File: src/rtl/mul_booth_seq_pkg.sv
// Shared constants, opcode encodings and FSM state type for the
// iterative radix-4 Booth multiplier.
package mul_pkg;

    localparam int unsigned XLEN  = 32;
    localparam int unsigned EXT_W = XLEN + 2;
    localparam int unsigned NDIG  = EXT_W / 2;
    localparam int unsigned CNT_W = $clog2(NDIG + 1);

    localparam logic [1:0] MUL_OP_MUL    = 2'b00;
    localparam logic [1:0] MUL_OP_MULH   = 2'b01;
    localparam logic [1:0] MUL_OP_MULHSU = 2'b10;
    localparam logic [1:0] MUL_OP_MULHU  = 2'b11;

    typedef enum logic [1:0] {
        IDLE  = 2'd0,
        CALC  = 2'd1,
        FINAL = 2'd2,
        DONE  = 2'd3
    } state_t;

endpackage

File: src/rtl/mul_booth_seq_if.sv
// Request/response handshake bundle between the execute stage and the
// multiplier. The master drives requests; the slave is the multiplier.
interface mul_booth_seq_if;
    import mul_pkg::*;

    logic              req_valid;
    logic              req_ready;
    logic [1:0]        req_op;
    logic [XLEN-1:0]   req_rs1;
    logic [XLEN-1:0]   req_rs2;
    logic              flush;
    logic              resp_valid;
    logic              resp_ready;
    logic [XLEN-1:0]   resp_data;

    modport master (
        output req_valid, req_op, req_rs1, req_rs2, flush, resp_ready,
        input  req_ready, resp_valid, resp_data
    );

    modport slave (
        input  req_valid, req_op, req_rs1, req_rs2, flush, resp_ready,
        output req_ready, resp_valid, resp_data
    );

endinterface

File: src/rtl/booth.sv
// Radix-4 Booth partial-product selector: picks 0, +-A or +-2A from the
// precomputed multiplicand terms according to a 3-bit Booth window.
module booth #(
    parameter int unsigned DATA_WIDTH = 34,
    parameter int          BIAS       = 0
) (
    input  logic [2:0]            y,
    input  logic [DATA_WIDTH-1:0] num_data_width,
    input  logic [DATA_WIDTH-1:0] num_minus,
    input  logic [DATA_WIDTH-1:0] num_double,
    input  logic [DATA_WIDTH-1:0] num_double_minus,
    output logic [DATA_WIDTH-1:0] pp
);

    logic [DATA_WIDTH-1:0] sel;

    // Booth digit decode: 000/111 -> 0, 001/010 -> +A, 011 -> +2A,
    // 100 -> -2A, 101/110 -> -A
    always_comb begin
        sel = '0;
        unique case (y)
            3'b001, 3'b010: sel = num_data_width;
            3'b011:         sel = num_double;
            3'b100:         sel = num_double_minus;
            3'b101, 3'b110: sel = num_minus;
            default:        sel = '0;
        endcase
        pp = sel + DATA_WIDTH'(BIAS);
    end

endmodule

File: src/rtl/carry_save_adder.sv
// Bitwise 3:2 compressor: reduces three operands to a sum and a carry
// vector (carry not yet shifted into its weight position).
module carry_save_adder #(
    parameter int unsigned DATA_WIDTH = 64
) (
    input  logic [DATA_WIDTH-1:0] a,
    input  logic [DATA_WIDTH-1:0] b,
    input  logic [DATA_WIDTH-1:0] c,
    output logic [DATA_WIDTH-1:0] sum,
    output logic [DATA_WIDTH-1:0] carry
);

    // Full-adder per bit position
    always_comb begin
        sum   = a ^ b ^ c;
        carry = (a & b) | (a & c) | (b & c);
    end

endmodule

File: src/rtl/mul_booth_seq_operand_prep.sv
// Operand extension by opcode signedness and generation of the +-A / +-2A
// multiplicand terms. Purely combinational; the caller registers outputs.
module mul_booth_operand_prep
    import mul_pkg::*;
(
    input  logic [1:0]       op,
    input  logic [XLEN-1:0]  rs1,
    input  logic [XLEN-1:0]  rs2,
    output logic [EXT_W-1:0] num_data_width,
    output logic [EXT_W-1:0] num_minus,
    output logic [EXT_W-1:0] num_double,
    output logic [EXT_W-1:0] num_double_minus,
    output logic [EXT_W-1:0] b_ext
);

    logic             a_sign;
    logic             b_sign;
    logic [EXT_W-1:0] a_ext;

    // A is signed except for MULHU; B is signed only for MUL/MULH
    always_comb begin
        a_sign           = (op != MUL_OP_MULHU) & rs1[XLEN-1];
        b_sign           = ((op == MUL_OP_MUL) | (op == MUL_OP_MULH)) & rs2[XLEN-1];
        a_ext            = {{(EXT_W-XLEN){a_sign}}, rs1};
        b_ext            = {{(EXT_W-XLEN){b_sign}}, rs2};
        num_data_width   = a_ext;
        num_minus        = -a_ext;
        num_double       = a_ext << 1;
        num_double_minus = -(a_ext << 1);
    end

endmodule

File: src/rtl/mul_booth_seq.sv
// Iterative radix-4 Booth multiplier: one Booth digit per cycle into a
// carry-save accumulator, then a single carry-propagate add.
module mul_booth_seq
    import mul_pkg::*;
(
    input  logic            clk,
    input  logic            rst,
    mul_booth_seq_if.slave  bus
);

    state_t              state_q, state_d;
    logic [CNT_W-1:0]    cnt_q, cnt_d;
    logic [1:0]          op_q, op_d;
    logic [EXT_W:0]      mreg_q, mreg_d;
    logic [EXT_W-1:0]    num_data_width_q, num_data_width_d;
    logic [EXT_W-1:0]    num_minus_q, num_minus_d;
    logic [EXT_W-1:0]    num_double_q, num_double_d;
    logic [EXT_W-1:0]    num_double_minus_q, num_double_minus_d;
    logic [2*XLEN-1:0]   sum_acc_q, sum_acc_d;
    logic [2*XLEN-1:0]   carry_acc_q, carry_acc_d;
    logic                resp_valid_q, resp_valid_d;
    logic [XLEN-1:0]     resp_data_q, resp_data_d;

    logic [EXT_W-1:0]    prep_pos, prep_neg, prep_dbl, prep_dbl_neg, prep_b_ext;
    logic [EXT_W-1:0]    pp;
    logic [2*XLEN-1:0]   pp_shift;
    logic [2*XLEN-1:0]   carry_in;
    logic [2*XLEN-1:0]   csa_sum, csa_carry;
    logic [2*XLEN-1:0]   prod;

    mul_booth_operand_prep u_prep (
        .op               (bus.req_op),
        .rs1              (bus.req_rs1),
        .rs2              (bus.req_rs2),
        .num_data_width   (prep_pos),
        .num_minus        (prep_neg),
        .num_double       (prep_dbl),
        .num_double_minus (prep_dbl_neg),
        .b_ext            (prep_b_ext)
    );

    booth #(
        .DATA_WIDTH (EXT_W),
        .BIAS       (0)
    ) u_booth (
        .y                (mreg_q[2:0]),
        .num_data_width   (num_data_width_q),
        .num_minus        (num_minus_q),
        .num_double       (num_double_q),
        .num_double_minus (num_double_minus_q),
        .pp               (pp)
    );

    carry_save_adder #(
        .DATA_WIDTH (2*XLEN)
    ) u_csa (
        .a     (sum_acc_q),
        .b     (carry_in),
        .c     (pp_shift),
        .sum   (csa_sum),
        .carry (csa_carry)
    );

    // Align the partial product to its digit weight; resolve the final sum
    always_comb begin
        pp_shift = {{(2*XLEN-EXT_W){pp[EXT_W-1]}}, pp} << {cnt_q, 1'b0};
        carry_in = {carry_acc_q[2*XLEN-2:0], 1'b0};
        prod     = sum_acc_q + carry_in;
    end

    assign bus.req_ready  = (state_q == IDLE);
    assign bus.resp_valid = resp_valid_q;
    assign bus.resp_data  = resp_data_q;

    // Next-state and datapath update; flush overrides everything and leaves
    // the datapath registers holding their last values
    always_comb begin
        state_d            = state_q;
        cnt_d              = cnt_q;
        op_d               = op_q;
        mreg_d             = mreg_q;
        num_data_width_d   = num_data_width_q;
        num_minus_d        = num_minus_q;
        num_double_d       = num_double_q;
        num_double_minus_d = num_double_minus_q;
        sum_acc_d          = sum_acc_q;
        carry_acc_d        = carry_acc_q;
        resp_valid_d       = resp_valid_q;
        resp_data_d        = resp_data_q;

        if (bus.flush) begin
            state_d      = IDLE;
            resp_valid_d = 1'b0;
        end else begin
            unique case (state_q)
                IDLE: begin
                    if (bus.req_valid) begin
                        op_d               = bus.req_op;
                        num_data_width_d   = prep_pos;
                        num_minus_d        = prep_neg;
                        num_double_d       = prep_dbl;
                        num_double_minus_d = prep_dbl_neg;
                        mreg_d             = {prep_b_ext, 1'b0};
                        sum_acc_d          = '0;
                        carry_acc_d        = '0;
                        cnt_d              = '0;
                        state_d            = CALC;
                    end
                end
                CALC: begin
                    sum_acc_d   = csa_sum;
                    carry_acc_d = csa_carry;
                    mreg_d      = mreg_q >> 2;
                    cnt_d       = cnt_q + CNT_W'(1);
                    if (cnt_q == CNT_W'(NDIG - 1)) begin
                        state_d = FINAL;
                    end
                end
                FINAL: begin
                    resp_data_d  = (op_q == MUL_OP_MUL) ? prod[XLEN-1:0] : prod[2*XLEN-1:XLEN];
                    resp_valid_d = 1'b1;
                    state_d      = DONE;
                end
                DONE: begin
                    if (bus.resp_ready) begin
                        resp_valid_d = 1'b0;
                        state_d      = IDLE;
                    end
                end
                default: state_d = IDLE;
            endcase
        end
    end

    // State and datapath registers with synchronous reset
    always_ff @(posedge clk) begin
        if (rst) begin
            state_q            <= IDLE;
            cnt_q              <= '0;
            op_q               <= MUL_OP_MUL;
            mreg_q             <= '0;
            num_data_width_q   <= '0;
            num_minus_q        <= '0;
            num_double_q       <= '0;
            num_double_minus_q <= '0;
            sum_acc_q          <= '0;
            carry_acc_q        <= '0;
            resp_valid_q       <= 1'b0;
            resp_data_q        <= '0;
        end else begin
            state_q            <= state_d;
            cnt_q              <= cnt_d;
            op_q               <= op_d;
            mreg_q             <= mreg_d;
            num_data_width_q   <= num_data_width_d;
            num_minus_q        <= num_minus_d;
            num_double_q       <= num_double_d;
            num_double_minus_q <= num_double_minus_d;
            sum_acc_q          <= sum_acc_d;
            carry_acc_q        <= carry_acc_d;
            resp_valid_q       <= resp_valid_d;
            resp_data_q        <= resp_data_d;
        end
    end

endmodule

File: src/flat_wrapper.sv
// flat-port wrapper written by rule: the top's interface ports become plain ports
module mul_booth_seq_flat import mul_pkg::*;
  (clk, rst, bus_req_valid, bus_req_op, bus_req_rs1, bus_req_rs2, bus_flush, bus_resp_ready, bus_req_ready, bus_resp_valid, bus_resp_data);
  mul_booth_seq_if bus_i ();
  input  logic clk;
  input  logic rst;
  input wire logic [$bits(bus_i.req_valid)-1:0] bus_req_valid;
  input wire logic [$bits(bus_i.req_op)-1:0] bus_req_op;
  input wire logic [$bits(bus_i.req_rs1)-1:0] bus_req_rs1;
  input wire logic [$bits(bus_i.req_rs2)-1:0] bus_req_rs2;
  input wire logic [$bits(bus_i.flush)-1:0] bus_flush;
  input wire logic [$bits(bus_i.resp_ready)-1:0] bus_resp_ready;
  output wire logic [$bits(bus_i.req_ready)-1:0] bus_req_ready;
  output wire logic [$bits(bus_i.resp_valid)-1:0] bus_resp_valid;
  output wire logic [$bits(bus_i.resp_data)-1:0] bus_resp_data;
  assign bus_i.req_valid = bus_req_valid;
  assign bus_i.req_op = bus_req_op;
  assign bus_i.req_rs1 = bus_req_rs1;
  assign bus_i.req_rs2 = bus_req_rs2;
  assign bus_i.flush = bus_flush;
  assign bus_i.resp_ready = bus_resp_ready;
  assign bus_req_ready = bus_i.req_ready;
  assign bus_resp_valid = bus_i.resp_valid;
  assign bus_resp_data = bus_i.resp_data;
  mul_booth_seq u_core (.clk(clk), .rst(rst), .bus(bus_i));
endmodule
File: config.mk
export PLATFORM = sky130hd
export DESIGN_NAME = mul_booth_seq_flat
export DESIGN_NICKNAME = d
export VERILOG_FILES = /design/src/rtl/mul_booth_seq_pkg.sv /design/src/rtl/mul_booth_seq_if.sv /design/src/rtl/booth.sv /design/src/rtl/carry_save_adder.sv /design/src/rtl/mul_booth_seq_operand_prep.sv /design/src/rtl/mul_booth_seq.sv /design/src/flat_wrapper.sv
export SDC_FILE = /design/constraint.sdc
export NUM_CORES = 1
export LEC_CHECK = 0
export BUFFER_PORTS_ARGS = -buffer_cell sky130_fd_sc_hd__buf_2
export CORE_ASPECT_RATIO = 2
export CORE_UTILIZATION = 50
export CTS_BUF_LIST = sky130_fd_sc_hd__clkbuf_8 sky130_fd_sc_hd__clkbuf_16
export CTS_CLUSTER_DIAMETER = 200
export CTS_CLUSTER_SIZE = 20
export DETAILED_ROUTE_END_ITERATION = 10
export PLACE_DENSITY = 0.66
export REMOVE_ABC_BUFFERS = 1
export SKIP_LAST_GASP = 1
export SLEW_MARGIN = 20
export SYNTH_ARGS = -nofsm -noshare
export SYNTH_HDL_FRONTEND = slang
export SYNTH_SLANG_ARGS = --single-unit
File: constraint.sdc
create_clock -name clk -period 4.5 [get_ports clk]
set_clock_uncertainty 0.15 [all_clocks]
set_input_delay 0.225 -clock clk [delete_from_list [all_inputs] [get_ports clk]]
set_output_delay 0.225 -clock clk [all_outputs]
set_load 0.01 [all_outputs]
==> results of run 1 <==
## synth_stat cells (all sizes together) (13+ instances only)
cell type and n:
o211ai 13, a21o 52, dfxtp 269, o21ai 104, nor2 424, ha 70, buf 37, a31oi 13
a21boi 14, or3 15, nor3 36, mux4 20, a211oi 32, and2 13, xnor2 52, inv 154
and3 13, nor2b 16, a21oi 357, mux2 18, clkbuf 135, nand3 26, nand2 287, fa 63
mux2i 85, nand4 19, xor2 24, a22oi 13, nand2b 29, a222oi 30
## metrics by stage
stage	cell area [um2]	utilization, %
finish	21500	56.53
global placement	20360	53.54
floorplan	18650	-
global route	21500	56.52
detailed placement	20360	53.54
CTS	21500	56.52
## report_power, final
part / total (mW) / switching, mW / internal [mW]
registers: 2.48 / 0.0486 / 2.43
clock network: 1.58 / 0.884 / 0.691
logic: 0.571 / 0.355 / 0.216
## registers in the layout, indices dropped and copies added (netlist names)
signal                     flops
u_core.bus.resp_data          32
u_core.bus.resp_valid          1
u_core.carry_acc_q            63
u_core.cnt_q                   5
u_core.mreg_q                 34
u_core.num_data_width_q       32
u_core.num_double_minus_q     32
u_core.num_minus_q             2
u_core.op_q                    2
u_core.state_q                 2
u_core.sum_acc_q              64
## cells by family (layout without fill, tap and decap cells)
group,after synthesis,in the layout
muxes,123,123
other,0,1
buffers and inverters,328,408
adders and majority gates,133,133
and+or+nand+nor,911,911
AOI/OAI and AO/OA,723,723
xor gates and xnor gates,76,76
DFF,269,269
## routing by layer
layer  up-vias  track usage [%]  part of all wire, %
met5         -                0                    0
met4         0            27.95                  9.0
met3       241            3.704                  3.5
met2       545            64.65                   53
met1      9052            32.53                   34
li1       8995                -                    -
## final timing paths
check / depth (start not counted) / to / slack (ns)
worst min register to register: 2 / u_core.op_q[1]$_SDFFE_PP0P_ / 0.32
worst max-delay path: 13 / u_core.sum_acc_q[19]$_SDFFE_PP0P_ / 0.22
worst max register to register: 13 / u_core.sum_acc_q[19]$_SDFFE_PP0P_ / 0.22
worst min-delay path: 2 / u_core.carry_acc_q[3]$_SDFFE_PP0P_ / 0.15
## area by class of cell
| class | count | area share [%] |
|---|---|---|
| clock inverters | 3 | 0.1338 |
| diodes | 1 | 0.01164 |
| clock buffers | 17 | 1.978 |
| inverters | 156 | 2.723 |
| repair buffers | 232 | 7.955 |
| flip-flops and latches | 269 | 25.06 |
| well taps | 515 | 2.997 |
| multi-input cells | 1966 | 59.14 |
==> results.tsv, run 1 <==
stage	metric	value	unit
synth	synthCells	2563	
power_and_ir_drop	vdd.ir_drop.worst	0.3033	mV
timing	hold_violations	0	
floorplan	start_util	50.78	%
drt	drt_iter0_markers	1150	
placed_design	io_buffer_count	104	
grt	first_global_vias	18790	
grt	gr-total-overflow	0	
synth	synth_simple_gate_area_share	20.25	%
cts	cts_inserted_buffers	17	
floorplan	vertical_die_dimension	280.0	um
placed_design	gp_congestion	1.031	
setup_path	setup_crit_end_kind	register	
drt	routedWlPerCell	21.21	um
synth	netlist-cell-type-count	84	
timing	finalMaxSlewViolations	0	
setup_path	critical_path.startpoint_type	register	
setup_path	worst_r2r_startpoint	u_core.mreg_q[1]$_SDFFE_PP0P_	
setup_path	cp_data_required_time	4.77	ns
drt	detailroute.via_count	18833	
cts	clock_path_buffers	3	
synth	combinational_family_with_the_most_area_after_synthesis	compound AO/OA/AOI/OAI gates	
flow_run	timing.max_cap.violations	0	
timing	min_period_over_period	95.01	%
synth	synth-compound-area-share	23.10	%
final_layout	multi_input_area	12720	um2
final_layout	final_net_count	2846	
timing	finalWorstSetupSlack	0.2245	ns
synth	ys_top_cells_by_area	dfxtp_1 28%, a21oi_1 9.2%, nor2_1 8.2%	
placed_design	dpl.cell_count	3070	
final_layout	area_growth_syn_to_layout	11.31	%
final_layout	drive_above_1_share	9.572	%
timing	final.setup.tns	0	ns
cts	cts_tree	built	
final_layout	filler_cell_count	3628	
cts	post_cts_resize_count	0	
floorplan	placeableCoreArea	38040	um2
placed_design	detailedPlacementHpwl	51020	um
synth	postSynthRegisterBits	269	
timing	fmax	233.9	MHz
setup_path	crit_type	register to register	
synth	synth-seq-area-share	27.88	%
worst_hold_path	worstHoldStart	rst	
timing	hold-worst-slack	0.1458	ns
setup_path	cp_max_fo	64	
setup_path	slowest_stage	dfxtp_4	
floorplan	floorplan.rows	101	
setup_path	timing.critical_path.from	u_core.mreg_q[1]$_SDFFE_PP0P_	
status	outcome	completed	
timing	final_period_minus_worst_setup_slack	4.276	ns
cts	cts.reportedPaths.clkPinSlew	0.09	ns
cts	clockRootBuffer	clkbuf_16	
synth	synth_adder_area_share	11.06	%
grt	grt_pass1_wl	103500	um
cts	clock_sinks	269	
drt	post_drt_via_cell_ratio	5.962	
setup_path	critical_path.max_stage_delay	0.58	ns
setup_path	cpLargestDelayFamily	multiplexers	
power_and_ir_drop	power_leakage	8.120	nW
floorplan	die_width	141.0	um
timing	timing.final.setup_violations	0	
cts	clock_latency_at_the_later_pin_of_the_worst_skew_pair	0.55	ns
power_and_ir_drop	total_power	4.624	mW
synth	synth-async-reset-ratio	0	%
synth	synth_top_flop_cell	dfxtp_1	
timing	rsz0062_at_grt	no	
grt	antenna_found_initial	0	
setup_path	worstPathBufferInverterCount	1	
floorplan	ioPinCount	105	
power_and_ir_drop	power_per_cell_area	215.1	nW/um2
cts	cts_htree_levels	1	
synth	synth_area_leader_cell	dfxtp_1	
synth	synth.mux.area_fraction	7.785	%
timing	worst-slew-pin-transition	1.054	ns
synth	ys_warnings	0	
final_layout	regArea	5389	um2
placed_design	pre_cts_slack	0.2979	ns
drt	route.final.wire_length	66990	um
cts	post_cts_hold_buffer_count	68	
synth	syn-mean-instance-area	7.537	um2
synth	synth_edf_count	0	
cts	postCtsSetupRepairBufs	0	
drt	drcViolationCount	0	
synth	synth_xor_area_share	3.446	%
worst_hold_path	worstHoldPathType	input pin to register	
setup_path	crit_arrival	4.55	ns
grt	grt_start_max_net_pins	95	
drt	final_antenna_net_count	0	
final_layout	commonest_non_fill_non_tap_cell_in_the_layout	nor2_1	
setup_path	critical_path.cell_chain	buf_12 > nand2_1 > a21boi_0 > mux4_2 > mux2i_1 > mux2i_1 > mux2_2 > o21ai_1 > nand2_1 > fa_1 > nor2_1 > a21oi_1 > nor2_1	
floorplan	dieArea	39470	um2
drt	first_pass_iters	8	
synth	synth_area	19320	um2
synth	yosys.area.top_type_share	27.88	%
final_layout	mostFrequentLayoutCells	419 x nor2_1, 357 x a21oi_1, 287 x nand2_1	
timing	max-slew-margin-rel	29.75	%
grt	global_routing_usage_summed_across_all_routing_layers	34.03	%
final_layout	finish.cell_count_without_fillers	3159	
No activity file was read; power rests on OpenSTA's default activity.
==> run 2: changes to the inputs <==
--- a/config.mk
+++ b/config.mk
@@ -18,4 +18,5 @@
 export SLEW_MARGIN = 20
 export SYNTH_ARGS = -nofsm -noshare
 export SYNTH_HDL_FRONTEND = slang
+export SYNTH_HIERARCHICAL = 1
 export SYNTH_SLANG_ARGS = --single-unit
==> constraint.sdc (replaced) <==
create_clock -name clk -period 5.25 [get_ports clk]
set_clock_uncertainty 0.15 [all_clocks]
set_input_delay 0.2625 -clock clk [delete_from_list [all_inputs] [get_ports clk]]
set_output_delay 0.2625 -clock clk [all_outputs]
set_load 0.01 [all_outputs]
==> run 2 against run 1 <==
Compared with the run above:
- via count is 4.2% higher
- hold slack worse by 0.064 ns
- sequential cell count grew 71
- fmax is 11% lower
- critical path depth rose by 3
==> results.tsv, run 2 <==
stage	metric	value	unit
status	outcome	completed	
synth	synth_area	22270	um2
synth	synth_xor_area_share	3.494	%
cts	post_cts_resize_count	0	
drt	post_drt_via_cell_ratio	6.108	
final_layout	n_antenna_cell	0	
synth	postSynthRegisterBits	340	
floorplan	die_width	151.2	um
timing	worst-slew-pin-transition	1.195	ns
worst_hold_path	worstHoldPathType	input pin to register	
final_layout	registers.top_by_ff_count	u_core/sum_acc_q	
power_and_ir_drop	vdd.ir_drop.worst	0.3319	mV
final_layout	max_ffs_per_register	64	
floorplan	start_util	50.56	%
final_layout	final_cell_area	23210	um2
synth	syn-mean-instance-area	8.044	um2
cts	cts_tree	built	
placed_design	pre_cts_slack	0.6899	ns
timing	fmax	209.1	MHz
timing	finalMaxSlewViolations	0	
setup_path	crit_type	register to register	
cts	clock_latency_at_the_later_pin_of_the_worst_skew_pair	0.57	ns
placed_design	io_buffer_count	104	
setup_path	critical_path.startpoint_type	register	
drt	drt_iter0_markers	1345	
power_and_ir_drop	power_leakage	9.181	nW
cts	postCtsSetupRepairBufs	0	
synth	ys_warnings	6	
placed_design	detailedPlacementHpwl	53080	um
timing	timing.final.setup_violations	0	
final_layout	drive_above_1_share	9.259	%
synth	synth_simple_gate_area_share	16.93	%
floorplan	ioPinCount	105	
grt	antenna_found_initial	0	
final_layout	area_growth_syn_to_layout	4.197	%
synth	netlist-cell-type-count	86	
placed_design	gp_congestion	0.9949	
timing	min_period_over_period	91.07	%
power_and_ir_drop	power_per_cell_area	225.5	nW/um2
timing	rsz0062_at_grt	no	
drt	final_antenna_net_count	0	
floorplan	floorplan.rows	109	
synth	yosys.area.top_type_share	30.56	%
timing	max-slew-margin-rel	19.52	%
setup_path	cp_max_fo	17	
grt	grt_pass1_wl	109600	um
floorplan	dieArea	45440	um2
synth	synth_edf_count	0	
grt	grt_start_max_net_pins	178	
setup_path	setup_crit_end_kind	register	
synth	synth.mux.area_fraction	6.224	%
power_and_ir_drop	total_power	5.233	mW
synth	synthMostInstantiatedCell	nand2_1	
grt	first_global_vias	19082	
synth	synth_area_leader_cell	dfxtp_1	
cts	clock_sinks	340	
cts	cts_htree_levels	1	
synth	combinational_family_with_the_most_area_after_synthesis	compound AO/OA/AOI/OAI gates	
timing	hold_violations	0	
placed_design	placed_area	22010	um2
flow_run	timing.max_cap.violations	0	
setup_path	cp_data_required_time	5.51	ns
setup_path	reg2reg_depth	16	
synth	synth-async-reset-ratio	0	%
synth	synthCells	2769	
timing	hold-worst-slack	0.08181	ns
drt	drcViolationCount	0	
drt	first_pass_iters	5	
grt	gr-total-overflow	0	
final_layout	final_net_count	2863	
synth	synth-seq-area-share	30.56	%
cts	clock_path_buffers	3	
synth	synth_adder_area_share	9.719	%
floorplan	vertical_die_dimension	300.5	um
drt	detailroute.via_count	19619	
synth	synth_top_flop_cell	dfxtp_1	
final_layout	commonest_non_fill_non_tap_cell_in_the_layout	nand2_1	
timing	finalWorstSetupSlack	0.4687	ns
final_layout	biggestRegsByFlops	u_core/sum_acc_q x64, u_core/carry_acc_q x63, u_core/mreg_q x35	
synth	synth-compound-area-share	23.95	%
synth	synth.top_cells.by_count	417 x nand2_1, 340 x dfxtp_1, 329 x a21oi_1, 321 x nor2_1, 167 x clkbuf_1	
floorplan	placeableCoreArea	44050	um2
final_layout	mostFrequentLayoutCells	417 x nand2_1, 335 x dfxtp_1, 329 x a21oi_1	
timing	final_period_minus_worst_setup_slack	4.781	ns
cts	cts_inserted_buffers	20	
drt	routedWlPerCell	22.19	um
worst_hold_path	worst_hold_path.num_cells	3	
timing	final.setup.tns	0	ns
grt	global_routing_usage_summed_across_all_routing_layers	31.52	%
cts	post_cts_hold_buffer_count	67	
cts	clockRootBuffer	clkbuf_16	
setup_path	crit_arrival	5.04	ns
synth	ys_top_cells_by_area	dfxtp_1 31%, a21oi_1 7.4%, nand2_1 7.0%	
cts	cts.reportedPaths.clkPinSlew	0.09	ns
final_layout	filler_cell_count	4258	
drt	route.final.wire_length	71280	um
-- run 2: cell types whose count changed after synthesis, moves of 71 or more --
cell	change
nand2_1	+130
dfxtp_1	+71
nor2_1	-102
inv_1	-120
buf_4	+139
a22oi_1	+116
-- run 2: metrics by stage --
stage	util (%)	cells
after floorplan	-	2423
after global placement	49.90	3123
after detailed placement	49.96	3124
after CTS	52.68	3212
after global routing	52.68	3212
final	52.68	3212
-- run 2: report_power, final --
group	total [mW]	switching [mW]	internal (mW)	leakage (nW)
combinational	0.891	0.576	0.315	6.16
clock	1.61	0.899	0.712	0.259
sequential	2.73	0.0689	2.66	2.76
total	5.23	1.54	3.69	9.18
-- run 2: kinds of logic (layout without fill, tap and decap cells) --
group | Yosys count | count (layout)
xor gates and xnor gates | 88 | 88
and+or+nand+nor | 876 | 876
buffers and inverters | 379 | 266
other | 2 | 3
muxes | 120 | 120
adders and majority gates | 134 | 134
DFF | 340 | 340
AOI/OAI and AO/OA | 830 | 830
-- run 2: path summary, 6_finish.rpt --
kind | from | to | slack, ns
hold reg to reg | u_core/num_double_q[18]$_SDFFE_PP0P_ | u_core/num_double_q[18]$_SDFFE_PP0P_ | 0.31
setup / recovery | u_core/mreg_q[1]$_SDFFE_PP0P_ | u_core/sum_acc_q[62]$_SDFFE_PP0P_ | 0.47
hold / removal | bus_req_rs2[1] | u_core/mreg_q[2]$_SDFFE_PP0P_ | 0.08
setup reg to reg | u_core/mreg_q[1]$_SDFFE_PP0P_ | u_core/sum_acc_q[62]$_SDFFE_PP0P_ | 0.47
-- run 2: worst max-delay path, cell delays in order (launching register included) --
cell       delay (ns)
dfxtp_2          0.39
buf_4            0.32
nor2b_2          0.12
buf_4            0.21
buf_4            0.17
a2bb2oi_1        0.15
a21oi_1          0.14
mux2_2           0.29
o21ai_0          0.92
nor2_1           0.07
a21oi_1          0.53
nand2_1          0.10
o21ai_0          0.15
a21oi_1          0.21
fa_1             0.47
a22oi_1          0.18
nor2_1           0.06
-- run 2: layout make-up --
| cell class | count | area [um2] | share of cell area [%] |
|---|---|---|---|
| clock buffers | 21 | 525.5 | 2.264 |
| repair buffers | 213 | 1574 | 6.782 |
| flip-flops and latches | 340 | 6813 | 29.36 |
| inverters | 32 | 120.1 | 0.5176 |
| well taps | 555 | 694.4 | 2.992 |
| multi-input cells | 2051 | 13480 | 58.09 |
-- run 2: metal layers --
| metal | share of wire [%] | vias to the layer above | global-route usage, % |
|---|---|---|---|
| met5 | 0 | - | 0 |
| met2 | 53 | 595 | 58.10 |
| met3 | 3.6 | 239 | 3.258 |
| li1 | - | 9374 | - |
| met4 | 9.2 | 0 | 25.43 |
| met1 | 34 | 9411 | 31.15 |
